File: config.mk
export PLATFORM = sky130hd
export DESIGN_NAME = mbinit_param_sb_decoder
export DESIGN_NICKNAME = d
export VERILOG_FILES = /design/src/rtl/mbinit_sb_pkg.sv /design/src/rtl/sb_parity_chk.sv /design/src/rtl/mbinit_param_sb_decoder.sv
export SDC_FILE = /design/constraint.sdc
export NUM_CORES = 1
export LEC_CHECK = 0
export ABC_CLOCK_PERIOD_IN_PS = 2350
export BUFFER_PORTS_ARGS = -buffer_cell sky130_fd_sc_hd__buf_2
export CORE_MARGIN = 3
export CORE_UTILIZATION = 35
export DETAILED_ROUTE_END_ITERATION = 10
export PLACE_DENSITY = 0.52
export REMOVE_ABC_BUFFERS = 1
export SYNTH_ARGS = -nofsm -noshare
export SYNTH_HDL_FRONTEND = slang
export SYNTH_HIERARCHICAL = 1
export SYNTH_SLANG_ARGS = --single-unit
File: constraint.sdc
create_clock -name CLK -period 2.35 [get_ports CLK]
set_input_delay 0.1175 -clock CLK [delete_from_list [all_inputs] [get_ports CLK]]
set_output_delay 0.1175 -clock CLK [all_outputs]
set_load 0.02 [all_outputs]
File: src/rtl/mbinit_sb_pkg.sv
// Shared constants, message codes and FSM encoding for the MBINIT sideband
// PARAM message decoder.
package mbinit_sb_pkg;

    localparam logic [4:0] OP_MSG_NODATA = 5'b10010;
    localparam logic [4:0] OP_MSG_DATA   = 5'b11011;

    localparam logic [7:0] MC_PARAM_REQ  = 8'hA5;
    localparam logic [7:0] MC_PARAM_RESP = 8'hAA;
    localparam logic [7:0] SC_PARAM      = 8'h00;

    localparam logic [3:0] MSG_NONE       = 4'd0;
    localparam logic [3:0] MSG_PARAM_REQ  = 4'd1;
    localparam logic [3:0] MSG_PARAM_RESP = 4'd2;

    typedef enum logic [2:0] {
        IDLE  = 3'd0,
        HDR1  = 3'd1,
        DATA0 = 3'd2,
        DATA1 = 3'd3,
        EMIT  = 3'd4
    } state_e;

    // MSG_NONE doubles as "unrecognised msgcode/subcode pair".
    function automatic logic [3:0] decode_msg(input logic [7:0] msgcode,
                                              input logic [7:0] subcode);
        logic [3:0] code;
        code = MSG_NONE;
        if (subcode == SC_PARAM) begin
            if (msgcode == MC_PARAM_REQ)
                code = MSG_PARAM_REQ;
            else if (msgcode == MC_PARAM_RESP)
                code = MSG_PARAM_RESP;
        end
        return code;
    endfunction

endpackage

File: src/rtl/sb_parity_chk.sv
// Header (cp) and data (dp) even-parity generation; dp accumulates across the
// two 32-bit data phases.
module sb_parity_chk (
    input  logic        clk,
    input  logic        rst_n,
    input  logic [31:0] hdr0_i,
    input  logic [29:0] hdr1_i,
    input  logic [31:0] data_i,
    input  logic        dp_clr_i,
    input  logic        dp_acc_i,
    output logic        cp_exp_o,
    output logic        dp_exp_o
);

    logic dp_acc_q;
    logic dp_acc_d;

    assign cp_exp_o = (^hdr0_i) ^ (^hdr1_i);
    // Includes the phase currently on data_i so the final check needs no extra cycle.
    assign dp_exp_o = dp_acc_q ^ (^data_i);

    always_comb begin
        dp_acc_d = dp_acc_q;
        if (dp_clr_i)
            dp_acc_d = 1'b0;
        else if (dp_acc_i)
            dp_acc_d = dp_exp_o;
    end

    always_ff @(posedge clk or negedge rst_n) begin
        if (!rst_n)
            dp_acc_q <= 1'b0;
        else
            dp_acc_q <= dp_acc_d;
    end

endmodule

File: src/rtl/mbinit_param_sb_decoder.sv
// Sideband packet decoder for MBINIT PARAM request/response messages: collects
// 2- or 4-phase packets, checks parity and pulses the decoded result for one cycle.
module mbinit_param_sb_decoder
    import mbinit_sb_pkg::*;
(
    input  logic        CLK,
    input  logic        rst_n,
    input  logic        i_MBINIT_Start_en,
    input  logic        i_sb_rx_valid,
    input  logic [31:0] i_sb_rx_data,
    output logic [3:0]  o_RX_SbMessage,
    output logic        o_msg_valid,
    output logic [4:0]  o_RX_VoltageSwing,
    output logic [2:0]  o_RX_MaxDataRate,
    output logic        o_RX_ClockMode,
    output logic        o_RX_PhaseClock,
    output logic        o_parity_error,
    output logic        o_unknown_msg
);

    state_e      state_q, state_d;
    logic [31:0] hdr0_q, hdr0_d;
    logic [7:0]  subcode_q, subcode_d;
    logic        dp_q, dp_d;
    logic        cp_err_q, cp_err_d;
    logic [9:0]  data0_q, data0_d;
    logic [9:0]  fields_q, fields_d;
    logic [3:0]  code_q, code_d;
    logic        msg_valid_q, msg_valid_d;
    logic        par_err_q, par_err_d;
    logic        unknown_q, unknown_d;

    logic        dp_clr, dp_acc;
    logic        cp_exp, dp_exp;
    logic        fin, fin_err, fin_data;
    logic [3:0]  fin_code;

    sb_parity_chk u_parity (
        .clk      (CLK),
        .rst_n    (rst_n),
        .hdr0_i   (hdr0_q),
        .hdr1_i   (i_sb_rx_data[29:0]),
        .data_i   (i_sb_rx_data),
        .dp_clr_i (dp_clr),
        .dp_acc_i (dp_acc),
        .cp_exp_o (cp_exp),
        .dp_exp_o (dp_exp)
    );

    always_comb begin
        state_d     = state_q;
        hdr0_d      = hdr0_q;
        subcode_d   = subcode_q;
        dp_d        = dp_q;
        cp_err_d    = cp_err_q;
        data0_d     = data0_q;
        fields_d    = fields_q;
        code_d      = MSG_NONE;
        msg_valid_d = 1'b0;
        par_err_d   = 1'b0;
        unknown_d   = 1'b0;
        dp_clr      = 1'b0;
        dp_acc      = 1'b0;
        fin         = 1'b0;
        fin_err     = 1'b0;
        fin_data    = 1'b0;
        fin_code    = MSG_NONE;

        unique case (state_q)
            // EMIT also accepts phase0 so consecutive packets need no idle cycle.
            IDLE, EMIT: begin
                state_d = IDLE;
                if (i_MBINIT_Start_en && i_sb_rx_valid) begin
                    hdr0_d  = i_sb_rx_data;
                    dp_clr  = 1'b1;
                    state_d = HDR1;
                end
            end
            HDR1: begin
                if (!i_MBINIT_Start_en) begin
                    state_d = IDLE;
                end else if (i_sb_rx_valid) begin
                    subcode_d = i_sb_rx_data[7:0];
                    dp_d      = i_sb_rx_data[31];
                    cp_err_d  = i_sb_rx_data[30] ^ cp_exp;
                    if (hdr0_q[4:0] == OP_MSG_DATA) begin
                        state_d = DATA0;
                    end else begin
                        state_d  = EMIT;
                        fin      = 1'b1;
                        // Without data the expected dp is simply 0.
                        fin_err  = (i_sb_rx_data[30] ^ cp_exp) | i_sb_rx_data[31];
                        fin_code = (hdr0_q[4:0] == OP_MSG_NODATA) ?
                                   decode_msg(hdr0_q[21:14], i_sb_rx_data[7:0]) : MSG_NONE;
                    end
                end
            end
            DATA0: begin
                if (!i_MBINIT_Start_en) begin
                    state_d = IDLE;
                end else if (i_sb_rx_valid) begin
                    data0_d = i_sb_rx_data[9:0];
                    dp_acc  = 1'b1;
                    state_d = DATA1;
                end
            end
            DATA1: begin
                if (!i_MBINIT_Start_en) begin
                    state_d = IDLE;
                end else if (i_sb_rx_valid) begin
                    state_d  = EMIT;
                    fin      = 1'b1;
                    fin_data = 1'b1;
                    fin_err  = cp_err_q | (dp_q ^ dp_exp);
                    fin_code = decode_msg(hdr0_q[21:14], subcode_q);
                end
            end
            default: state_d = IDLE;
        endcase

        // Parity errors take precedence over decode; only clean, known messages qualify.
        if (fin) begin
            if (fin_err) begin
                par_err_d = 1'b1;
            end else if (fin_code == MSG_NONE) begin
                unknown_d = 1'b1;
            end else begin
                msg_valid_d = 1'b1;
                code_d      = fin_code;
                if (fin_data)
                    fields_d = data0_q;
            end
        end
    end

    always_ff @(posedge CLK or negedge rst_n) begin
        if (!rst_n) begin
            state_q     <= IDLE;
            hdr0_q      <= '0;
            subcode_q   <= '0;
            dp_q        <= 1'b0;
            cp_err_q    <= 1'b0;
            data0_q     <= '0;
            fields_q    <= '0;
            code_q      <= MSG_NONE;
            msg_valid_q <= 1'b0;
            par_err_q   <= 1'b0;
            unknown_q   <= 1'b0;
        end else begin
            state_q     <= state_d;
            hdr0_q      <= hdr0_d;
            subcode_q   <= subcode_d;
            dp_q        <= dp_d;
            cp_err_q    <= cp_err_d;
            data0_q     <= data0_d;
            fields_q    <= fields_d;
            code_q      <= code_d;
            msg_valid_q <= msg_valid_d;
            par_err_q   <= par_err_d;
            unknown_q   <= unknown_d;
        end
    end

    assign o_RX_SbMessage    = code_q;
    assign o_msg_valid       = msg_valid_q;
    assign o_parity_error    = par_err_q;
    assign o_unknown_msg     = unknown_q;
    assign o_RX_VoltageSwing = fields_q[4:0];
    assign o_RX_MaxDataRate  = fields_q[7:5];
    assign o_RX_ClockMode    = fields_q[8];
    assign o_RX_PhaseClock   = fields_q[9];

endmodule

==> impl_metrics.py <==
metrics = {
    "cells_and_area": {
        "diodes": 0,
        "final_util": 0.462,
        "area_growth_pct": 28.1,
        "fillCellCount": 974,
        "final_cell_area_mm2": 0.00477,
        "drive_gt1_frac": 0.473,
        "layout.nets": 418,
    },
    "clocking": {
        "cts_tree": "yes",
        "insertion_delay_ns": 0.34,
        "ctsHtreeMaxLevel": 3,
        "clkTransAtPathRegs_ns": 0.07,
        "cts_sinks": 71,
        "cts_max_path_buffers": 2,
        "cts_buffers": 9,
        "root_buffer": "clkbuf_8",
    },
    "drt": {
        "wl_mm": 8.15,
        "vias_per_cell": 4.58,
        "detail-route-antenna-nets": 0,
        "dr.pass1.iters": 4,
        "initialDrtViolationCount": 61,
        "wl_per_cell_um": 15.6,
        "vias": 2395,
        "remaining_drc_errors": 0,
    },
    "yosys": {
        "synthSimpleGateAreaFrac": 0.0759,
        "ys_ff_latch": 71,
        "synth-compound-area-share": 0.0151,
        "synthMuxAreaShare": 0.190,
        "syn_area_per_cell_um2": 13.0,
        "synth_xor_area_frac": 0.227,
        "synth_flop_cell": "dfrtp_1",
        "yosysMostFrequentCell": "xnor2_1",
        "synth_area_mm2": 0.00373,
        "synth_top_family_by_area": "XOR/XNOR gates",
        "synth_cell_types": 42,
        "synth.area.top_cells": "dfrtp_1, xnor2_1, mux2_2, xor2_1, mux2_4",
        "synth.largest_area_cell": "dfrtp_1",
        "synth-seq-area-share": 0.477,
        "synthTopCellsByCount": "xnor2_1, dfrtp_1, mux2_2",
        "synthArstFlopShare": 1.00,
        "synth_edf_count": 0,
        "postSynthCellCount": 287,
        "yosysWarnings": 6,
        "synthAdderAreaFrac": 0,
        "yosys.area.top_type_share": 0.477,
    },
    "place": {
        "placement.cell_area_mm2": 0.00441,
        "dpl.hpwl_mm": 5.86,
        "port_buffers": 50,
        "globalplace.congestion": 0.743,
        "place_ws_ns": -0.229,
    },
    "critical_path": {
        "reg2reg_to": "fields_q[2]$_DFFE_PN0P_",
        "crit_fanout": 5,
        "critPathRequiredTime_ns": 2.58,
        "start_kind": "flip-flop",
        "r2r-start": "u_parity/dp_acc_q$_DFFE_PN0P_",
        "critPathArrivalTime_ns": 2.61,
        "crit_type": "reg -> reg",
        "r2r_cells": 10,
        "crit_path_end_kind": "flip-flop",
        "cp-startpoint": "u_parity/dp_acc_q$_DFFE_PN0P_",
        "regToRegSetupSlack_ns": -0.03,
    },
    "run": {
        "cap_violations": 0,
    },
    "grt": {
        "grt_pass1_vias": 2441,
        "grt_first_pass_wirelength_mm": 13.0,
        "grt_max_degree": 72,
        "antenna_found_initial": 0,
        "track_usage": 0.145,
        "overflow": 0,
    },
    "min_path": {
        "hold_class": "in -> reg",
        "whs_path_depth": 2,
        "min_to": "state_q[0]$_DFFE_PN0P_",
        "hp-start": "i_MBINIT_Start_en",
    },
    "sta": {
        "min_period_ns": 2.38,
        "setup_viol": 11,
        "maxSlewHeadroom": 0.650,
        "hold_slack_ns": 0.0364,
        "worst_pin_slew_ns": 0.524,
        "worst_slack_ns": -0.0338,
        "hold_viol_final": 0,
        "rsz0062_at_grt": "true",
        "finalSetupTns_ns": -0.166,
        "slew_violations": 0,
        "skew_ns": 0.00660,
        "post-route-period-util": 1.01,
        "fmax_mhz": 420,
    },
    "floorplanning": {
        "coreArea_mm2": 0.0103,
        "io_pins": 53,
        "std_cell_rows": 37,
        "dieWidth_um": 109,
        "die_height_um": 109,
        "dieArea_mm2": 0.0119,
        "start_util": 0.361,
    },
    "power_and_ir_drop": {
        "irDropWorstVdd_mv": 0.555,
        "power_leakage_nw": 2.14,
        "powerDensity_mw_per_mm2": 1060,
    },
    "status": {
        "violations": "negative setup slack",
        "status": "complete, but fails checks",
    },
}
flip-flops by register name (all words and copies together), names as in the netlist:
register           flops
dp_q                   1
data0_q               10
o_msg_valid            1
o_unknown_msg          1
subcode_q              8
state_q                3
u_parity/dp_acc_q      1
o_parity_error         1
o_RX_SbMessage         2
fields_q              10
cp_err_q               1
hdr0_q                32
cell type report:
class,instances,area [µm²],share of cell area
Clock inverter,3,90.1,0.0189
Sequential cell,71,1780,0.372
Clock buffer,13,149,0.0312
Timing Repair Buffer,90,578,0.121
Multi-Input combinational cell,207,2000,0.419
Tap cell,136,170,0.0356
Inverter,3,11.3,0.00236
cells in the final DEF, fill, tap and decap left out, types with 4 or more instances in the layout:
cell and instances:
xnor2_1 73, dfrtp_1 71, mux2_2 57, buf_2 50, buf_4 37, xor2_1 12, clkbuf_8 10, xnor2_2 8
nor2_1 7, mux2_4 5, nor4_1 4, a21oi_1 4
cell families (layout without fill, tap and decap cells):
group | after synthesis | count (layout)
compound gates | 9 | 9
other cells | 1 | 2
simple gates | 39 | 40
xor+xnor | 94 | 94
buf+inv | 11 | 109
flops | 71 | 71
mux | 62 | 62
worst max-delay path by stage:
stage	slack, ns	cells after the start	to
detailed placement	-0.23	9	fields_q[9]$_DFFE_PN0P_
floorplan	-2.21	3	u_parity/dp_acc_q$_DFFE_PN0P_
CTS	-0.08	10	fields_q[9]$_DFFE_PN0P_
global placement	-0.16	9	fields_q[8]$_DFFE_PN0P_
finish	-0.03	10	fields_q[2]$_DFFE_PN0P_
global route	-0.18	11	o_msg_valid$_DFF_PN0_
critical path, stage by stage, from the launching register on:
cell and delay [ns]:
dfrtp_1 0.41, xnor2_2 0.15, xnor2_1 0.17, xnor2_1 0.15, xnor3_1 0.29, xnor2_1 0.21
xor2_1 0.19, nor2_2 0.06, buf_4 0.14, nand3_4 0.14, mux2_2 0.35
stage by stage:
step | power, mW | instances
global route | 5.35 | 523
finish | 5.07 | 523
CTS | 5.07 | 523
detailed placement | 3.54 | 501
floorplan | 3.02 | 280
global placement | 3.52 | 501
what timing repair did:
action,4_1_cts,5_1_grt
gates cloned,1,0
endpoints found under the hold margin,71,0
setup buffers,4,0
endpoints found under the setup margin,15,15
pin swaps,14,9
hold buffers,1,0
resized for setup,4,8
routing by layer:
layer	wire length (µm)	GRT usage
met1	3920	0.201
met2	3900	0.225
met4	94	0.0561
met5	0	0
met3	237	0.0266
where the power goes:
group | switching, mW | leakage, nW | internal, mW
logic | 1.02 | 1.12 | 1.35
registers | 0.117 | 0.900 | 1.39
clock network | 0.452 | 0.118 | 0.737
No activity file was read; power rests on OpenSTA's default activity.
